<file path="src/rtl/cpu_pkg.sv">
// Shared constants for the five-stage pipeline: default widths, the NOP filler
// and the opcode encodings (HLT included) decoded downstream of fetch.
package cpu_pkg;

    localparam int unsigned AW_DEF = 16;
    localparam int unsigned DW_DEF = 16;

    localparam logic [15:0] NOP_INSTR = 16'h0000;

    typedef enum logic [3:0] {
        OP_NOP = 4'h0,
        OP_ADD = 4'h1,
        OP_SUB = 4'h2,
        OP_AND = 4'h3,
        OP_OR  = 4'h4,
        OP_LD  = 4'h8,
        OP_ST  = 4'h9,
        OP_JMP = 4'hC,
        OP_BEQ = 4'hD,
        OP_HLT = 4'hF
    } opcode_t;

    localparam logic [15:0] HLT_INSTR = {OP_HLT, 12'h000};

endpackage

</file>
<file path="src/rtl/iq_fifo.sv">
// Generic synchronous FIFO with flush; head entry is read straight from storage,
// so data_o is valid whenever count_o is non-zero.
module iq_fifo #(
    parameter int unsigned DEPTH = 4,
    parameter int unsigned WIDTH = 8
) (
    input  logic                       clk,
    input  logic                       rst,
    input  logic                       flush_i,
    input  logic                       push_i,
    input  logic                       pop_i,
    input  logic [WIDTH-1:0]           data_i,
    output logic [WIDTH-1:0]           data_o,
    output logic [$clog2(DEPTH+1)-1:0] count_o
);

    localparam int unsigned PW = (DEPTH > 1) ? $clog2(DEPTH) : 1;
    localparam int unsigned CW = $clog2(DEPTH + 1);

    logic [WIDTH-1:0] mem_q [DEPTH];
    logic [PW-1:0]    wr_q, wr_d;
    logic [PW-1:0]    rd_q, rd_d;
    logic [CW-1:0]    cnt_q, cnt_d;
    logic             do_push, do_pop;

    assign do_push = push_i && (cnt_q != CW'(DEPTH));
    assign do_pop  = pop_i && (cnt_q != '0);

    always_comb begin
        wr_d  = wr_q;
        rd_d  = rd_q;
        cnt_d = cnt_q + CW'(do_push) - CW'(do_pop);
        if (do_push) begin
            wr_d = (wr_q == PW'(DEPTH - 1)) ? '0 : wr_q + PW'(1);
        end
        if (do_pop) begin
            rd_d = (rd_q == PW'(DEPTH - 1)) ? '0 : rd_q + PW'(1);
        end
    end

    always_ff @(posedge clk) begin
        if (rst || flush_i) begin
            wr_q  <= '0;
            rd_q  <= '0;
            cnt_q <= '0;
        end else begin
            wr_q  <= wr_d;
            rd_q  <= rd_d;
            cnt_q <= cnt_d;
        end
    end

    // Storage needs no reset: entries are only visible below the count.
    always_ff @(posedge clk) begin
        if (do_push) begin
            mem_q[wr_q] <= data_i;
        end
    end

    assign data_o  = mem_q[rd_q];
    assign count_o = cnt_q;

endmodule

</file>
<file path="src/rtl/ifetch_queue.sv">
// Instruction fetch front end: credit-limited in-order requests to instruction
// memory, a small return queue, and redirect/stall/halt handling for IF/ID.
module ifetch_queue
    import cpu_pkg::*;
#(
    parameter int unsigned DEPTH   = 4,
    parameter int unsigned MAX_OUT = 2,
    parameter int unsigned AW      = AW_DEF,
    parameter int unsigned DW      = DW_DEF
) (
    input  logic          clk,
    input  logic          rst,
    output logic          imem_req_valid,
    output logic [AW-1:0] imem_req_addr,
    input  logic          imem_req_ready,
    input  logic          imem_rsp_valid,
    input  logic [DW-1:0] imem_rsp_data,
    input  logic          redirect,
    input  logic [AW-1:0] redirect_pc,
    input  logic          stall,
    input  logic          hlt,
    output logic          instr_valid,
    output logic [DW-1:0] instr,
    output logic [AW-1:0] pc_plus_1
);

    localparam int unsigned EW  = DW + AW;
    localparam int unsigned QCW = $clog2(DEPTH + 1);
    localparam int unsigned OW  = $clog2(MAX_OUT + 1);

    logic [AW-1:0]  fetch_pc_q, fetch_pc_d;
    logic [OW-1:0]  drop_q, drop_d;
    logic [OW-1:0]  out_cnt;
    logic [QCW-1:0] q_cnt;
    logic [AW-1:0]  issued_pc1;
    logic [EW-1:0]  q_head;
    logic           req_acc, rsp_ok, q_push, q_pop;
    logic [31:0]    out_next;

    // Outstanding count is the occupancy of the issued-address FIFO.
    iq_fifo #(.DEPTH(MAX_OUT), .WIDTH(AW)) u_issued (
        .clk     (clk),
        .rst     (rst),
        .flush_i (1'b0),
        .push_i  (req_acc),
        .pop_i   (rsp_ok),
        .data_i  (fetch_pc_q + AW'(1)),
        .data_o  (issued_pc1),
        .count_o (out_cnt)
    );

    iq_fifo #(.DEPTH(DEPTH), .WIDTH(EW)) u_instq (
        .clk     (clk),
        .rst     (rst),
        .flush_i (redirect),
        .push_i  (q_push),
        .pop_i   (q_pop),
        .data_i  ({imem_rsp_data, issued_pc1}),
        .data_o  (q_head),
        .count_o (q_cnt)
    );

    // Credit check ignores a same-cycle pop, so a response never meets a full queue.
    assign imem_req_valid = !rst && !hlt && !redirect
                         && ((32'(q_cnt) + 32'(out_cnt)) < DEPTH)
                         && (32'(out_cnt) < MAX_OUT);
    assign imem_req_addr  = fetch_pc_q;

    assign req_acc = imem_req_valid && imem_req_ready;
    assign rsp_ok  = imem_rsp_valid && (out_cnt != '0);
    assign q_push  = rsp_ok && (drop_q == '0) && !redirect;
    assign q_pop   = instr_valid && !stall && !redirect;

    assign out_next = 32'(out_cnt) + 32'(req_acc) - 32'(rsp_ok);

    always_comb begin
        fetch_pc_d = fetch_pc_q;
        drop_d     = drop_q;
        if (redirect) begin
            fetch_pc_d = redirect_pc;
            // Every request still in flight after this edge belongs to the old stream.
            drop_d     = (out_next > MAX_OUT) ? OW'(MAX_OUT) : OW'(out_next);
        end else begin
            if (req_acc) begin
                fetch_pc_d = fetch_pc_q + AW'(1);
            end
            if (rsp_ok && (drop_q != '0)) begin
                drop_d = drop_q - OW'(1);
            end
        end
    end

    always_ff @(posedge clk) begin
        if (rst) begin
            fetch_pc_q <= '0;
            drop_q     <= '0;
        end else begin
            fetch_pc_q <= fetch_pc_d;
            drop_q     <= drop_d;
        end
    end

    assign instr_valid = (q_cnt != '0);
    assign instr       = instr_valid ? q_head[EW-1:AW] : DW'(NOP_INSTR);
    assign pc_plus_1   = instr_valid ? q_head[AW-1:0] : '0;

endmodule
</file>
<file path="config.mk">
export PLATFORM = sky130hd
export DESIGN_NAME = ifetch_queue
export DESIGN_NICKNAME = d
export VERILOG_FILES = /design/src/rtl/cpu_pkg.sv /design/src/rtl/iq_fifo.sv /design/src/rtl/ifetch_queue.sv
export SDC_FILE = /design/constraint.sdc
export NUM_CORES = 1
export LEC_CHECK = 0
export ABC_AREA = 1
export CAP_MARGIN = 20
export CORE_MARGIN = 4
export CORE_UTILIZATION = 40
export CTS_CLUSTER_DIAMETER = 60
export DETAILED_ROUTE_END_ITERATION = 12
export SLEW_MARGIN = 20
export SYNTH_ARGS = -nofsm -noshare
export SYNTH_HDL_FRONTEND = slang
export SYNTH_SLANG_ARGS = --single-unit
</file>
<file path="constraint.sdc">
create_clock -name clk -period 3.45 [get_ports clk]
set_input_delay 0.345 -clock clk [delete_from_list [all_inputs] [get_ports clk]]
set_output_delay 0.345 -clock clk [all_outputs]
set_load 0.05 [all_outputs]
</file>
==> reports/qor.yml <==
cts_buffers: 17
netlist.area_leader.share: 0.5890
tns_ps: 0
path_max_fanout: 21
ir_drop_mv: 0.3545
avgSynthCellArea_um2: 10.98
vias: 5319
arrival_ps: 2350
yosysSeqAreaShare: 0.6675
cts_root_buf: "clkbuf_16"
syn_inst: 743
maxCapViolCount: 0
nets: 890
final_max_slew_viol_count: 0
utilization: 0.5211
rr_endpoint: "drop_q[1]"
ys_seq_elements: 192
clock_latency_ps: 430
reg2reg_depth: 12
nFillCells: 1728
crit_required_ps: 3110
die_h_um: 150.8
hold_violations: 0
holdWs_ps: 457.4
grt_use_total: 0.1516
htreeDepth: 4
ys_top_cells_by_count: "167 x nor2_1, 160 x edfxtp_1, 76 x nand2_1"
drc_errors: 0
synth.net_count: 799
powerDensity_nw_per_um2: 515.0
io_pins: 89
cts.sink_count: 192
path_clk_slew_ps: 70
netlist_area_um2: 8158
cts_tree: "yes"
worst_slack_ps: 752.8
cp-start-kind: "flop"
grt_first_pass_wirelength_mm: 26.71
finalClockSkew_ps: 7.717
num_rows: 51
yosysMostFrequentCell: "nor2_1"
drt_iter0_markers: 223
grt_pass1_vias: 5222
fmax_mhz: 370.8
dieArea_um2: 22740
post_synth_main_area_contributors: "edfxtp_1 59%, dfxtp_1 7.9%, nor2_1 7.7%, o21ai_0 4.5%, nand2_1 3.5%"
core_area_um2: 19780
start_util: 0.4124
post_cts_resized: 0
hold_class: "flop to flop"
n_antenna_cell: 0
vias_per_cell: 4.783
hold_start: "u_issued.rd_q"
synth_ff_type: "edfxtp_1"
io_buffers: 88
overflow: 0
grt_antenna_before_repair: 0
dpl_worst_slack_ps: 556.1
min_to: "u_issued.rd_q"
leakage_nw: 3.764
rsz0062_at_grt: "false"
syn2layout_area_growth_pct: 26.36
grt_max_degree: 65
ant_nets: 0
slew-limit-headroom: 0.4532
crit_type: "flop to primary output"
r2r_start: "u_issued.count_o[1]"
yosysWarnings: 0
max-clock-path-buffers: 2
wl_mm: 16.56
ctsHoldBuffers: 0
hpwl_mm: 10.42
die_w_um: 150.8
synth_cell_types: 34
power_w: 0.005309
first_pass_iters: 5
routabilityCongestion: 0.8153
outcome: "finished, final reports clean"
synth_top_area_cell: "edfxtp_1"
drive_gt1_frac: 0.1381
holdPathStages: 1
avgRoutedWirePerCell_um: 14.89
synth-async-reset-ratio: 0
worstMarginPinSlew_ps: 819.2
worst_setup_path_end_kind: "primary output"
period_needed_ps: 2697
post-cts-setup-buffers: 0
period_share: 0.7818
synth_edf_count: 160
setup_viol: 0
rrSetupSlack_ps: 840
[stage by stage]
step           cell area [µm²]  instances
2_1_floorplan             8158        743
3_3_place_gp              9688       1080
3_5_place_dp              9688       1080
4_1_cts                  10310       1112
5_1_grt                  10310       1112
6_report                 10310       1112
[how the worst max path moves through the flow]
stage                     cells past startpoint                start  slack (ps)       endpoint
after floorplan                              15  u_issued.count_o[1]         610      drop_q[1]
after global placement                       14             redirect         630      drop_q[1]
after detailed placement                     14             redirect         560      drop_q[1]
after CTS                                     5                 flop         370       instr[8]
after global routing                          6   u_instq.count_o[1]         530  pc_plus_1[13]
final                                         6   u_instq.count_o[1]         750  pc_plus_1[13]
[where the power goes]
part | switching, W | internal [W]
registers | 0.0000635 | 0.00261
clock network | 0.000875 | 0.00117
logic | 0.000345 | 0.000250
[logic make-up after synthesis]
logic type | count (synthesis) | share of synthesized area
xor gates and xnor gates | 9 | 0.01058
and+or+nand+nor | 291 | 0.1468
buffers and inverters | 91 | 0.04478
DFF | 192 | 0.6675
AOI/OAI and AO/OA | 127 | 0.08037
adders and majority gates | 17 | 0.02791
muxes | 16 | 0.02209
[worst max-delay path, cell delays in order, from the launching register on]
cell	delay (ps)
dfxtp_1	440
inv_1	80
nand3_1	160
inv_1	380
buf_4	350
a21oi_1	310
buf_12	190
[layer usage]
metal / wire length (µm) / global-route usage
met1: 8016 / 0.2102
met2: 7586 / 0.2427
met3: 818 / 0.03740
met4: 136 / 0.03536
met5: 0 / 0
[registers in the layout (all words and copies together) (netlist names), named ones only]
| register | flops |
|---|---|
| u_instq.mem_q | 128 |
| u_issued.mem_q | 32 |
| imem_req_addr | 16 |
| u_instq.count_o | 3 |
| drop_q | 2 |
| u_instq.rd_q | 2 |
| u_instq.wr_q | 2 |
| u_issued.count_o | 2 |
| u_issued.rd_q | 1 |
| u_issued.wr_q | 1 |
[cell usage in the layout (no fill, tap or decap), drive strengths merged, types with 3 or more instances in the layout]
master         instances
nor2                 173
edfxtp               160
nand2                 80
o21ai                 75
inv                   65
clkdlybuf4s50         56
buf                   48
a21oi                 46
dfxtp                 32
nand3                 29
clkbuf                17
mux2                  16
ha                    15
xnor2                  5
nand4                  5
xor2                   4
bufinv                 3
clkinvlp               3
clkinv                 3
[final cells by class]
| type | instances | area (µm²) | area share |
|---|---|---|---|
| well taps | 265 | 331.6 | 0.03216 |
| repair buffers | 104 | 1321 | 0.1282 |
| clock inverters | 15 | 195.2 | 0.01893 |
| multi-input cells | 460 | 2367 | 0.2296 |
| inverters | 59 | 221.5 | 0.02148 |
| clock buffers | 17 | 425.4 | 0.04127 |
| flip-flops and latches | 192 | 5446 | 0.5283 |
Note: power is estimated with default switching activity, not from simulation.
